===== src/rtl/pc_seq_pkg.sv =====
`default_nettype none
// ============================================================================
// Module      : pc_seq_pkg
// Description : Shared definitions for the program-counter sequencer:
//               next-PC mode encodings carried on Sel and the Sel width.
// Revision    : 1.0 - initial release
// ============================================================================
package pc_seq_pkg;

    localparam int SEL_W = 3;

    typedef logic [SEL_W-1:0] sel_t;

    // Next-PC modes; codes 5-7 are unassigned and behave as SEL_SEQ.
    localparam sel_t SEL_SEQ    = 3'd0;
    localparam sel_t SEL_BRANCH = 3'd1;
    localparam sel_t SEL_JUMP   = 3'd2;
    localparam sel_t SEL_CALL   = 3'd3;
    localparam sel_t SEL_RET    = 3'd4;

endpackage : pc_seq_pkg
`default_nettype wire


===== src/rtl/pc_sequencer_if.sv =====
`default_nettype none
// ============================================================================
// Module      : pc_sequencer_if
// Description : Control/status bundle between a fetch controller (master)
//               and the PC sequencer (slave).
//   Write      : advance enable (0 = stall)
//   Sel        : next-PC mode
//   Offset     : branch displacement (two's complement)
//   Target     : absolute jump/call destination
//   Result     : current PC (registered)
//   ResultPlus : Result + STEP
//   RasEmpty / RasFull    : return stack occupancy flags
//   Overflow / Underflow  : one-cycle stack event pulses
// Revision    : 1.0 - initial release
// ============================================================================
interface pc_sequencer_if
    import pc_seq_pkg::*;
#(
    parameter int WIDTH = 32
) ();

    logic             Write;
    sel_t             Sel;
    logic [WIDTH-1:0] Offset;
    logic [WIDTH-1:0] Target;
    logic [WIDTH-1:0] Result;
    logic [WIDTH-1:0] ResultPlus;
    logic             RasEmpty;
    logic             RasFull;
    logic             Overflow;
    logic             Underflow;

    modport master (
        output Write, Sel, Offset, Target,
        input  Result, ResultPlus, RasEmpty, RasFull, Overflow, Underflow
    );

    modport slave (
        input  Write, Sel, Offset, Target,
        output Result, ResultPlus, RasEmpty, RasFull, Overflow, Underflow
    );

endinterface : pc_sequencer_if
`default_nettype wire


===== src/rtl/pc_ras.sv =====
`default_nettype none
// ============================================================================
// Module      : pc_ras
// Description : Circular return-address stack. A push into a full stack
//               overwrites the oldest entry; a pop from an empty stack
//               leaves everything unchanged. Both cases raise a one-cycle
//               registered pulse.
//   Clk, Reset      : clock, synchronous active-high reset
//   push, pop       : stack operations (mutually exclusive by use)
//   push_data       : address to push
//   top             : most recently pushed entry
//   empty, full     : occupancy flags decoded from the count register
//   overflow        : pulse after a push into a full stack
//   underflow       : pulse after a pop from an empty stack
// Revision    : 1.0 - initial release
// ============================================================================
module pc_ras #(
    parameter int WIDTH     = 32,
    parameter int RAS_DEPTH = 4
) (
    input  wire logic             Clk,
    input  wire logic             Reset,
    input  wire logic             push,
    input  wire logic             pop,
    input  wire logic [WIDTH-1:0] push_data,
    output logic      [WIDTH-1:0] top,
    output logic                  empty,
    output logic                  full,
    output logic                  overflow,
    output logic                  underflow
);

    localparam int               c_ptr_w   = $clog2(RAS_DEPTH);
    localparam int               c_cnt_w   = $clog2(RAS_DEPTH + 1);
    localparam logic [c_cnt_w-1:0] c_cnt_full = c_cnt_w'(RAS_DEPTH);

    logic [WIDTH-1:0]   mem_q [RAS_DEPTH];
    // ptr_q addresses the next free slot; with a full stack that slot
    // holds the oldest entry, which is exactly what an overflowing push
    // should replace.
    logic [c_ptr_w-1:0] ptr_q, ptr_d;
    logic [c_cnt_w-1:0] cnt_q, cnt_d;
    logic               ovf_q, unf_q;

    always_comb begin
        ptr_d = ptr_q;
        cnt_d = cnt_q;
        if (push) begin
            ptr_d = ptr_q + 1'b1;
            if (!full) begin
                cnt_d = cnt_q + 1'b1;
            end
        end else if (pop && !empty) begin
            ptr_d = ptr_q - 1'b1;
            cnt_d = cnt_q - 1'b1;
        end
    end

    always_ff @(posedge Clk) begin
        if (Reset) begin
            ptr_q <= '0;
            cnt_q <= '0;
            ovf_q <= 1'b0;
            unf_q <= 1'b0;
        end else begin
            ptr_q <= ptr_d;
            cnt_q <= cnt_d;
            ovf_q <= push && full;
            unf_q <= pop && empty;
        end
    end

    // Entry storage carries no reset; a cleared count makes it unreachable.
    always_ff @(posedge Clk) begin
        if (push && !Reset) begin
            mem_q[ptr_q] <= push_data;
        end
    end

    assign top       = mem_q[ptr_q - 1'b1];
    assign empty     = (cnt_q == '0);
    assign full      = (cnt_q == c_cnt_full);
    assign overflow  = ovf_q;
    assign underflow = unf_q;

endmodule : pc_ras
`default_nettype wire


===== src/rtl/pc_sequencer.sv =====
`default_nettype none
// ============================================================================
// Module      : pc_sequencer
// Description : Program-counter sequencer: registered PC with sequential,
//               branch, jump, call and return modes and a return-address
//               stack. All arithmetic wraps modulo 2^WIDTH.
//   Clk, Reset : clock, synchronous active-high reset (priority over Write)
//   ctl        : pc_sequencer_if slave (Write/Sel/Offset/Target in;
//                Result/ResultPlus/RasEmpty/RasFull/Overflow/Underflow out)
// Revision    : 1.0 - initial release
// ============================================================================
module pc_sequencer
    import pc_seq_pkg::*;
#(
    parameter int               WIDTH        = 32,
    parameter int unsigned      STEP         = 4,
    parameter logic [WIDTH-1:0] RESET_VECTOR = '0,
    parameter int               RAS_DEPTH    = 4
) (
    input  wire logic     Clk,
    input  wire logic     Reset,
    pc_sequencer_if.slave ctl
);

    // Power-up value so the PC is defined before the first reset.
    logic [WIDTH-1:0] result_q = RESET_VECTOR;
    logic [WIDTH-1:0] result_d;

    logic [WIDTH-1:0] w_plus;
    logic [WIDTH-1:0] w_ras_top;
    logic             w_ras_empty;
    logic             w_push;
    logic             w_pop;

    assign w_plus = result_q + WIDTH'(STEP);
    assign w_push = ctl.Write && (ctl.Sel == SEL_CALL);
    assign w_pop  = ctl.Write && (ctl.Sel == SEL_RET);

    always_comb begin
        result_d = w_plus;
        case (ctl.Sel)
            SEL_BRANCH: result_d = result_q + ctl.Offset;
            SEL_JUMP,
            SEL_CALL:   result_d = ctl.Target;
            // A return with nothing stacked falls through as sequential.
            SEL_RET:    if (!w_ras_empty) result_d = w_ras_top;
            default:    ;
        endcase
    end

    always_ff @(posedge Clk) begin
        if (Reset) begin
            result_q <= RESET_VECTOR;
        end else if (ctl.Write) begin
            result_q <= result_d;
        end
    end

    pc_ras #(
        .WIDTH     (WIDTH),
        .RAS_DEPTH (RAS_DEPTH)
    ) u_ras (
        .Clk       (Clk),
        .Reset     (Reset),
        .push      (w_push),
        .pop       (w_pop),
        .push_data (w_plus),
        .top       (w_ras_top),
        .empty     (w_ras_empty),
        .full      (ctl.RasFull),
        .overflow  (ctl.Overflow),
        .underflow (ctl.Underflow)
    );

    assign ctl.Result     = result_q;
    assign ctl.ResultPlus = w_plus;
    assign ctl.RasEmpty   = w_ras_empty;

endmodule : pc_sequencer
`default_nettype wire

===== src/flat_wrapper.sv =====
// flat-port wrapper written by rule: the top's interface ports become plain ports
module pc_sequencer_flat import pc_seq_pkg::*;
#(
    parameter int               WIDTH        = 32,
    parameter int unsigned      STEP         = 4,
    parameter logic [WIDTH-1:0] RESET_VECTOR = '0,
    parameter int               RAS_DEPTH    = 4
)
  (Clk, Reset, ctl_Write, ctl_Sel, ctl_Offset, ctl_Target, ctl_Result, ctl_ResultPlus, ctl_RasEmpty, ctl_RasFull, ctl_Overflow, ctl_Underflow);
  pc_sequencer_if #(.WIDTH(WIDTH)) ctl_i ();
  input  wire logic Clk;
  input  wire logic Reset;
  input wire logic [$bits(ctl_i.Write)-1:0] ctl_Write;
  input wire logic [$bits(ctl_i.Sel)-1:0] ctl_Sel;
  input wire logic [$bits(ctl_i.Offset)-1:0] ctl_Offset;
  input wire logic [$bits(ctl_i.Target)-1:0] ctl_Target;
  output wire logic [$bits(ctl_i.Result)-1:0] ctl_Result;
  output wire logic [$bits(ctl_i.ResultPlus)-1:0] ctl_ResultPlus;
  output wire logic [$bits(ctl_i.RasEmpty)-1:0] ctl_RasEmpty;
  output wire logic [$bits(ctl_i.RasFull)-1:0] ctl_RasFull;
  output wire logic [$bits(ctl_i.Overflow)-1:0] ctl_Overflow;
  output wire logic [$bits(ctl_i.Underflow)-1:0] ctl_Underflow;
  assign ctl_i.Write = ctl_Write;
  assign ctl_i.Sel = ctl_Sel;
  assign ctl_i.Offset = ctl_Offset;
  assign ctl_i.Target = ctl_Target;
  assign ctl_Result = ctl_i.Result;
  assign ctl_ResultPlus = ctl_i.ResultPlus;
  assign ctl_RasEmpty = ctl_i.RasEmpty;
  assign ctl_RasFull = ctl_i.RasFull;
  assign ctl_Overflow = ctl_i.Overflow;
  assign ctl_Underflow = ctl_i.Underflow;
  pc_sequencer #(.WIDTH(WIDTH), .STEP(STEP), .RESET_VECTOR(RESET_VECTOR), .RAS_DEPTH(RAS_DEPTH)) u_core (.Clk(Clk), .Reset(Reset), .ctl(ctl_i));
endmodule

===== config.mk =====
export PLATFORM = sky130hd
export DESIGN_NAME = pc_sequencer_flat
export DESIGN_NICKNAME = d
export VERILOG_FILES = /design/src/rtl/pc_seq_pkg.sv /design/src/rtl/pc_sequencer_if.sv /design/src/rtl/pc_ras.sv /design/src/rtl/pc_sequencer.sv /design/src/flat_wrapper.sv
export SDC_FILE = /design/constraint.sdc
export NUM_CORES = 1
export LEC_CHECK = 0
export ABC_AREA = 1
export CORE_UTILIZATION = 45
export DETAILED_ROUTE_END_ITERATION = 16
export PLACE_DENSITY = 0.7
export SYNTH_ARGS = -nofsm -noshare
export SYNTH_HDL_FRONTEND = slang
export SYNTH_SLANG_ARGS = --single-unit
export TNS_END_PERCENT = 30

===== constraint.sdc =====
create_clock -name Clk -period 3.42 [get_ports Clk]
set_input_delay 0.855 -clock Clk [delete_from_list [all_inputs] [get_ports Clk]]
set_output_delay 0.855 -clock Clk [all_outputs]
set_load 0.03 [all_outputs]

==> results.txt <==
- Of the synthesized area, sequential elements account for 43.6%.
- The biggest area contributor in the post-synthesis netlist is edfxtp_1.
- Number of iterations in the first detailed-routing pass: 5
- Count of cell types in the netlist: 50
- In the final layout, the share of cells above drive strength 1 is 8.36%.
- Clock sink count: 167
- Max Root-Sink Buffers: 2
- Largest net degree at the start of global routing: 68
* Fmax achieved: 0.304 GHz
- Ranking of synthesized cells by area: edfxtp_1 (36%), nand2_1 (17%), dfxtp_1 (7.4%), inv_1 (7.2%), nand3_1 (5.4%)
- Measured on the finished design, the core utilization comes to 57.1%.
* Number of flops mapped to enable cells by yosys: 128
- The global routing stage identified its most utilized layer as met2.
* Post-DP HPWL: 24400 um
* I/O pins: 138
- For this run the aggregate overflow at the end of global routing stands at 0.
* Average cell area after synthesis: 7.42 um^2
* Proportion of synthesized area in mux cells: 0%
- For this run, global-route usage on met3 was measured as 4.19%.
- On the worst path, the slowest cell contributes a delay of 0.46 ns.
- Post-cts hold buffer count: 0
- Counting I/O delays and the setup requirement, the final critical path takes 3.29 ns.
- Tightest Hold Check Type: flop to flop
- After synthesis, the largest family of logic cells by area is simple AND/OR/NAND/NOR gates.
- The clock arrives with 0.0123 ns of skew.
- TritonCTS built the clock tree.
- Core footprint: 22800 um^2
- Area of the die: 24200 um^2
- Setup repair after global routing could not meet its margin everywhere.
* Worst path slowest cell: dfxtp_1
- The completed layout was analyzed and its total power is 5460 uW.
- Finished Layout Cells: 1904
* Endpoint arrival time on the critical path: 2.43 ns
* Clock slew seen by the registers of the worst setup and hold paths: 0.07 ns
* First-pass GRT wire length: 50200 um
- The tree is rooted in a clkbuf_16.
* DRC errors left: 0
* Share of the clock period used by the worst path: 96.1%
- Leak: 0.00595 uW
* H-Tree Level Count: 4
- Global routing used 44.0% of the available met2 tracks.
* Total number of vias: 9856
- Pins over their slew limit: 0
- After synthesis the netlist holds a flip-flop and latch count of 167.
- Clock buffers created by TritonCTS: 17
- Setup violations remaining at the end of the flow were counted as 0.
- From bottom edge to top edge, the die measures 156 um.
- Cell Rows: 55
* Netlist area before placement: 10600 um^2
- Post-synthesis compound-gate area fraction: 9.69%
- Via count of the first global-routing pass: 9312
- Die Wd: 156 um
- WS Path Type: flop to primary output
* Pwr per Cell Area: 419 nW/um^2
- The share of synthesized area in the top cell type comes to 36.2%.
- The synthesized netlist devotes 1.37% of its cell area to XOR and XNOR gates.
- The flow ran to the end, and the final reports show no timing, DRC or antenna violations.
- The most used flip-flop cell after synthesis is edfxtp_1.
- Number of nets at the end of the flow: 1686
- Area share of and/or/nand/nor cells after synthesis: 31.4%
* Via density: 5.18
- Largest vdd supply drop: 342 uV
* Post-synth ARST share: 0%
- Post-CTS Setup Inserts: 0
- Least-Margin Pin Slew: 0.931 ns
- Wirelength, routed: 32600 um
* Antenna violations before repair: 0
* Number of diodes: 0
* Capturing element type of the critical path: primary output
* Warning count from the yosys run: 0
* Number of instances in the synthesized netlist: 1429
- For the worst setup path, the data required time is 2.56 ns.
* Placer's final routability congestion estimate: 0.956
* Highest net fanout along the worst path: 6
- DR WL/cell: 17.1 um
- Worst setup slack after layout: 0.133 ns
- Summing all placed instances gives a cell area of 12500 um^2.
* Count of final hold-check violations: 0
* Post-synthesis to final-layout area growth: 23.0%
- Overall track demand over capacity in global routing: 27.5%
* Count of max-cap constraint violations: 0
* CP Cell Sequence: ha_1, nand2_2, nor2_4, nand2_4, nor2_8, xor2_2, dlygate4sd2_1
- Pre-CTS setup slack: 0.191 ns
* Post-route cell area: 13000 um^2
- Worst rel slew slack: 37.9%
- Clock latency on the worst-skew pair: 0.43 ns
- Including well taps, the total number of placed cells is 1872.
* Antenna-violating nets left: 0
- The synthesized netlist devotes 4.62% of its cell area to adder and majority cells.
- The number of nets handed over by synthesis was 1537.
- STA classifies the critical path startpoint as a flop.
* Buffers on Ports: 137
- Drt first-iter violations: 737
- Initial standard-cell utilization of the core: 46.4%
- Met1 layer usage reported by global route: 38.2%
==> area by class of cell <==
type / instances / area (um^2)
Fill cell: 2196 / 9800
Multi-Input combinational cell: 1009 / 5010
Sequential cell: 167 / 4630
Timing Repair Buffer: 171 / 1620
Inverter: 212 / 796
Clock buffer: 18 / 429
Tap cell: 313 / 392
Clock inverter: 14 / 175
==> kinds of logic (layout without fill, tap and decap cells) <==
family	Yosys count	in the layout
flip-flops	167	167
XOR/XNOR	14	14
AO/OA/AOI/OAI	184	184
AND/OR/NAND/NOR	773	773
buffers and inverters	253	415
adder cells (fa/ha/maj)	38	38
==> state kept, by name, summed over array words and instances (netlist names) <==
register and cells:
u_core.u_ras.ptr_q 2, u_core.u_ras.mem_q 128, u_core.ctl.Result 32, u_core.u_ras.overflow 1, u_core.u_ras.cnt_q 3, u_core.u_ras.underflow 1
==> placed cells by master, fill, tap and decap left out, types with 3 or more instances in the layout <==
master           count
bufinv_16            3
nand3_1            114
nor2_2              10
a21oi_1            100
nand4_1             12
nor2_4               4
clkbuf_16           17
xor2_2               4
dlygate4sd2_1       10
buf_4               32
dfxtp_1             38
and2_1               6
nor3_1              11
dlymetal6s2s_1       5
clkbuf_2             8
nand3b_1             8
clkdlybuf4s50_1    112
nand2_1            489
ha_1                36
inv_1              202
clkinv_4             3
inv_2               10
a31oi_1              6
a211oi_1             4
xor2_1               7
a21o_1               3
edfxtp_1           128
a21oi_2              5
buf_12               3
a32oi_1              7
or2_2                6
nor3_4               3
xnor2_1              3
o21ai_0             43
nand2_2              7
o21ai_1              4
a22oi_1              3
nor2_1              91
==> metal layers <==
metal / routed length (um) / share of wire, % / up-vias
li1: - / - / 4922
met1: 14900 / 46 / 4548
met2: 14800 / 45 / 340
met3: 2080 / 6.4 / 46
met4: 828 / 2.5 / 0
met5: 0 / 0 / -
==> synth_stat cells, types with 7 or more instances <==
cell / n
buf_1: 9
dfxtp_1: 39
nor3_1: 11
o21ai_0: 43
edfxtp_1: 128
clkbuf_1: 18
ha_1: 36
nand4_1: 12
buf_2: 7
nand2_1: 489
a32oi_1: 7
nor2_1: 96
xor2_1: 8
inv_2: 9
nand3_1: 114
nand2_2: 7
nand3b_1: 8
inv_1: 203
a21oi_1: 100
==> final timing paths <==
| check | from | cells past startpoint | to | slack, ns |
|---|---|---|---|---|
| hold reg to reg | u_core.u_ras.cnt_q[1] | 1 | u_core.u_ras.overflow | 0.52 |
| setup reg to reg | u_core.u_ras.ptr_q[1] | 10 | u_core.ctl.Result[19] | 0.94 |
| hold / removal | u_core.u_ras.cnt_q[1] | 1 | u_core.u_ras.overflow | 0.52 |
| setup / recovery | u_core.ctl.Result[3] | 7 | ctl_ResultPlus[12] | 0.13 |
==> metrics by stage <==
step | hold WS [ns] | setup TNS [ns]
6_report | 0.523 | 0
3_3_place_gp | 0.508 | 0
3_5_place_dp | 0.514 | 0
4_1_cts | 0.523 | 0
2_1_floorplan | 0.478 | 0
5_1_grt | 0.555 | -0.000903
==> power breakdown <==
group | switching, uW | internal, uW | total [uW]
Combinational | 769 | 428 | 1200
Sequential | 58.9 | 2230 | 2290
Clock | 818 | 1160 | 1970
Total | 1650 | 3820 | 5460
==> critical path: cells and delay by family, from the launching register on <==
family                   cells  cell delay, ns
adder cells (fa/ha/maj)      1            0.28
AND/OR/NAND/NOR              4            0.49
XOR/XNOR                     1            0.32
flip-flops                   1            0.46
buffers and inverters        1            0.45
==> what timing repair did <==
item,in CTS,in global routing
gates resized for setup,19,22
hold endpoints to repair,0,0
pin swaps,0,0
endpoints found under the setup margin,19,15
Note: power is estimated with default switching activity, not from simulation.
